==> src/rtl/ram_seq_ctrl.sv <==
// RAM sequencer between the key filters and the segment-display driver.
// A write pulse fills the internal RAM with (addr + WR_SEED). A read pulse
// then steps through every address, holding each word for CNT_MAX+1 cycles,
// and wraps around forever.
// Optional feature: define RAM_SEQ_CTRL_PAUSE_EN so that rd_flag toggles
// pause/resume while reading. Otherwise rd_flag restarts the read at address 0.
`timescale 1ns / 1ps

module ram_seq_ctrl #(
  parameter int unsigned ADDR_W  = 8,
  parameter int unsigned DATA_W  = 8,
  parameter int unsigned WR_SEED = 0,
  parameter int unsigned CNT_MAX = 24_999_999
) (
  input  logic              sys_clk,
  input  logic              sys_rst_n,
  input  logic              wr_flag,
  input  logic              rd_flag,
  output logic [DATA_W-1:0] rd_data,
  output logic [ADDR_W-1:0] rd_addr,
  output logic              wr_busy,
  output logic              rd_active
);

  localparam int unsigned Depth = 1 << ADDR_W;
  localparam int unsigned CntW  = (CNT_MAX > 0) ? $clog2(CNT_MAX + 1) : 1;

  typedef enum logic [1:0] {
    StIdle,
    StWrite,
    StRead,
    StPause
  } state_e;

  state_e            state_q;
  logic [ADDR_W-1:0] wr_addr_q;
  logic [ADDR_W-1:0] rd_addr_q;
  logic [CntW-1:0]   cnt_q;
  logic              written_q;
  logic              wr_busy_q;
  logic              rd_active_q;
  logic [DATA_W-1:0] rd_data_q;

  logic [DATA_W-1:0] mem [Depth];
  logic [DATA_W-1:0] wr_data;
  logic              rd_en;
  logic              dwell_done;

  // Address is resized to the word width before the seed offset is added.
  assign wr_data    = DATA_W'(wr_addr_q) + DATA_W'(WR_SEED);
  assign dwell_done = (cnt_q == CntW'(CNT_MAX));
  // Paused reads keep re-reading the frozen address, so rd_data stays put.
  assign rd_en      = (state_q == StRead) || (state_q == StPause);

  // Sequencer FSM with registered outputs; wr_flag outside WRITE always wins.
  always_ff @(posedge sys_clk or negedge sys_rst_n) begin
    if (!sys_rst_n) begin
      state_q     <= StIdle;
      wr_addr_q   <= '0;
      rd_addr_q   <= '0;
      cnt_q       <= '0;
      written_q   <= 1'b0;
      wr_busy_q   <= 1'b0;
      rd_active_q <= 1'b0;
    end else if (wr_flag && (state_q != StWrite)) begin
      state_q     <= StWrite;
      wr_addr_q   <= '0;
      rd_addr_q   <= '0;
      cnt_q       <= '0;
      wr_busy_q   <= 1'b1;
      rd_active_q <= 1'b0;
    end else begin
      unique case (state_q)
        StIdle: begin
          // A read of never-written memory is silently refused.
          if (rd_flag && written_q) begin
            state_q     <= StRead;
            rd_addr_q   <= '0;
            cnt_q       <= '0;
            rd_active_q <= 1'b1;
          end
        end
        StWrite: begin
          wr_addr_q <= wr_addr_q + 1'b1;
          if (&wr_addr_q) begin
            state_q   <= StIdle;
            written_q <= 1'b1;
            wr_busy_q <= 1'b0;
          end
        end
        StRead: begin
          if (rd_flag) begin
`ifdef RAM_SEQ_CTRL_PAUSE_EN
            state_q <= StPause;
`else
            rd_addr_q <= '0;
            cnt_q     <= '0;
`endif
          end else if (dwell_done) begin
            cnt_q     <= '0;
            rd_addr_q <= rd_addr_q + 1'b1;
          end else begin
            cnt_q <= cnt_q + 1'b1;
          end
        end
`ifdef RAM_SEQ_CTRL_PAUSE_EN
        StPause: begin
          // Counter untouched, so the remaining dwell resumes where it stopped.
          if (rd_flag) begin
            state_q <= StRead;
          end
        end
`endif
        default: begin
          state_q     <= StIdle;
          rd_active_q <= 1'b0;
          wr_busy_q   <= 1'b0;
        end
      endcase
    end
  end

  // Single write port; contents deliberately survive reset.
  always_ff @(posedge sys_clk) begin
    if (state_q == StWrite) begin
      mem[wr_addr_q] <= wr_data;
    end
  end

  // Registered read port; holds its last word outside READ/PAUSE.
  always_ff @(posedge sys_clk or negedge sys_rst_n) begin
    if (!sys_rst_n) begin
      rd_data_q <= '0;
    end else if (rd_en) begin
      rd_data_q <= mem[rd_addr_q];
    end
  end

  assign rd_data   = rd_data_q;
  assign rd_addr   = rd_addr_q;
  assign wr_busy   = wr_busy_q;
  assign rd_active = rd_active_q;

endmodule

==> config.mk <==
export PLATFORM = sky130hd
export DESIGN_NAME = ram_seq_ctrl
export DESIGN_NICKNAME = d
export VERILOG_FILES = /design/src/rtl/ram_seq_ctrl.sv
export SDC_FILE = /design/constraint.sdc
export NUM_CORES = 2
export LEC_CHECK = 0
export BUFFER_PORTS_ARGS = -buffer_cell sky130_fd_sc_hd__buf_2
export CAP_MARGIN = 15
export CORE_ASPECT_RATIO = 1.25
export CORE_UTILIZATION = 50
export CTS_CLUSTER_SIZE = 12
export DETAILED_ROUTE_END_ITERATION = 10
export HOLD_SLACK_MARGIN = 0.08
export PLACE_DENSITY = 0.68
export REMOVE_ABC_BUFFERS = 1
export SLEW_MARGIN = 10
export SYNTH_ARGS = -nofsm -noshare
export SYNTH_HDL_FRONTEND = slang
export SYNTH_SLANG_ARGS = --single-unit
==> constraint.sdc <==
create_clock -name sys_clk -period 5.9 [get_ports sys_clk]
set_input_delay 0.59 -clock sys_clk [delete_from_list [all_inputs] [get_ports sys_clk]]
set_output_delay 0.59 -clock sys_clk [all_outputs]
set_load 0.02 [all_outputs]
==> flow_summary.ini <==
[status]
status = complete, no violations

[sta]
setup_violations = 0
relSlewSlack_pct = 19.3
setup_tns_ps = 0
slew_viol_final = 0
fin_crit_sh_pct = 78.2
finalHoldViolCount = 0
holdWs_ps = 202
rsz0062_at_grt = no
setup_ws_ps = 1290
fin_crit_ps = 4610
fmax_mhz = 217
worst_clock_skew_ps = 42.7
worstMarginPinSlew_ps = 1210

[power]
ir_worst_vdd_mv = 0.389
leakage_nw = 28.0
p_total_mw = 31.6
power_density_nw_per_um2 = 348

[flow_run]
cap_violations = 0

[place]
dpl.hpwl_mm = 130
numPortBuffers = 21
place.gp.congestion = 0.860
pre_cts_slack_ps = 1410

[clock_tree]
clk_pin_slew_worst_paths_ps = 60
clock-sinks = 2102
cts-htree-levels = 4
cts-root-buf = clkbuf_16
cts_made_buffers = 198
cts_tree = done
clockBufferDepth = 3
cts-resized-gates = 0
insertion_delay_ps = 850

[cells_and_area]
final_common_cell = edfxtp_1
final_cell_mix = edfxtp_1, mux4_2, nor2_1
nNetsFinal = 4193
drive_above_1_share_pct = 18.1
area_delta_synth_final_pct = 9.35
final_util_pct = 55.3

[critical_path]
max_stage_delay_ps = 970
end_kind = register
crit_type = register to register
cp_max_fo = 41
crit_arrival_ps = 5310
required_ps = 6600
cp_cell_sequence = buf_12 -> buf_12 -> mux4_2 -> a22oi_1 -> nand2_1 -> nor4_1 -> o21ai_0 -> a31oi_1 -> o31ai_1
path_common_cell = buf_12
path_depth = 9
r2r_cells = 9
start_kind = register
crit_family = compound AO/OA/AOI/OAI gates
crit_slowest_cell = dfrtp_4
worst-path-buf-inv = 2

[logic_synthesis]
synth_warnings = 0
postSynthAreaPerCell_um2 = 20.3
synth_cells = 4099
netlist_area_um2 = 83100
synthArstFlopShare_pct = 2.57
synth.distinct_cells = 85
ys_ff_latch = 2102
ys_seq_area_share_pct = 75.6
synth_edf_count = 2048
synthFlopType = edfxtp_1

[die]
core.rowCount = 166
core_um2 = 164000
die_x_um = 367
die_area_um2 = 168000
start_util_pct = 50.6
die_h_um = 458
pin_count = 22

[hold_path]
hp-class = input pin to register
holdPathStages = 4

[drt]
wire_per_inst_um = 33.3
routed_wl_mm = 215
vias_per_cell = 6.51
drt_first_pass_iters = 6
drtIter0Drc = 5485
drc = 0
vias = 42035
antenna_left = 0

[global_route]
antenna_found_initial = 8
grt.overflow.total = 0
gr-usage-all-layers_pct = 25.6
grt_max_degree = 205
first_global_vias = 41691
grt_pass1_wl_mm = 306
-- synth_stat cells, types with 10 or more instances --
library cell	count	area share, %
a211oi_1	18	0.16
a21oi_1	75	0.45
a221oi_1	16	0.17
a22o_1	23	0.24
a22oi_1	37	0.33
a31oi_1	10	0.075
and3_1	12	0.090
buf_2	60	0.36
buf_4	21	0.19
buf_6	29	0.39
buf_8	23	0.42
clkbuf_1	83	0.37
clkbuf_8	17	0.28
dfrtp_1	54	1.6
edfxtp_1	2048	74
ha_1	10	0.15
mux2_2	18	0.24
mux2i_1	209	2.5
mux4_1	76	2.4
mux4_2	364	9.9
nand2_1	150	0.68
nand2b_1	10	0.075
nand3_1	52	0.31
nor2_1	318	1.4
nor2b_1	20	0.15
nor3_1	15	0.090
o21ai_0	60	0.36
o221ai_1	34	0.36
o22ai_1	48	0.36
xor2_1	17	0.18
-- power breakdown --
group / total [mW] / leakage [nW] / internal, mW / switching, mW
logic: 2.39 / 5.58 / 0.644 / 1.75
registers: 17.6 / 19.7 / 17.2 / 0.377
clock network: 11.6 / 2.71 / 6.30 / 5.29
total: 31.6 / 28.0 / 24.2 / 7.41
-- metrics by stage --
| stage | instance area [um2] | std cells |
|---|---|---|
| global route | 90900 | 6455 |
| finish | 90900 | 6459 |
| floorplan | 81300 | 3852 |
| CTS | 90800 | 6453 |
| detailed placement | 85200 | 6161 |
| global placement | 85200 | 6160 |
-- tightest hold or removal path, cell delays in order --
cell and delay (ps):
buf_2 100, nand2_1 60, a21oi_1 140, o21ai_0 80
-- cell families after synthesis --
logic type                 synth area share, %
AOI/OAI and AO/OA                         3.39
xor gates and xnor gates                 0.264
adders and majority gates                0.151
buffers and inverters                     2.19
DFF                                       75.6
muxes                                     15.0
and+or+nand+nor                           3.33
-- metal layers --
metal / track usage, % / wire length [um]
met1: 34.0 / 80000
met2: 40.9 / 104000
met3: 5.06 / 19900
met4: 12.3 / 10800
met5: 0 / 33
-- final timing paths --
check	start	endpoint	slack, ps
min in group asynchronous	sys_rst_n	cnt_q[11]	480
max in group asynchronous	sys_rst_n	wr_addr_q[4]	4720
worst min register to register	cnt_q[1]	cnt_q[1]	500
worst max register to register	rd_addr[0]	rd_data[5]	1290
worst max-delay path	rd_addr[0]	rd_data[5]	1290
worst min-delay path	rd_flag	state_q[0]	200
-- registers in the layout, indices dropped and copies added (netlist names) --
register	flops
cnt_q	25
mem	2048
rd_active	1
rd_addr	8
rd_data	8
state_q	2
wr_addr_q	8
wr_busy	1
written_q	1
-- layout make-up --
cell class	count	area [um2]
Fill cell	12054	73400
Sequential cell	2102	62900
Multi-Input combinational cell	1738	18500
Clock buffer	268	5330
Tap cell	2184	2730
Timing Repair Buffer	127	1080
Clock inverter	23	285
Inverter	12	50.0
Antenna cell	5	12.5
-- what timing repair did --
item	in CTS	in global routing
buffers inserted	0	0
endpoints found under the setup margin	0	0
hold buffers	1	0
endpoints found under the hold margin	54	0
Power figures use the tool's default switching activity.
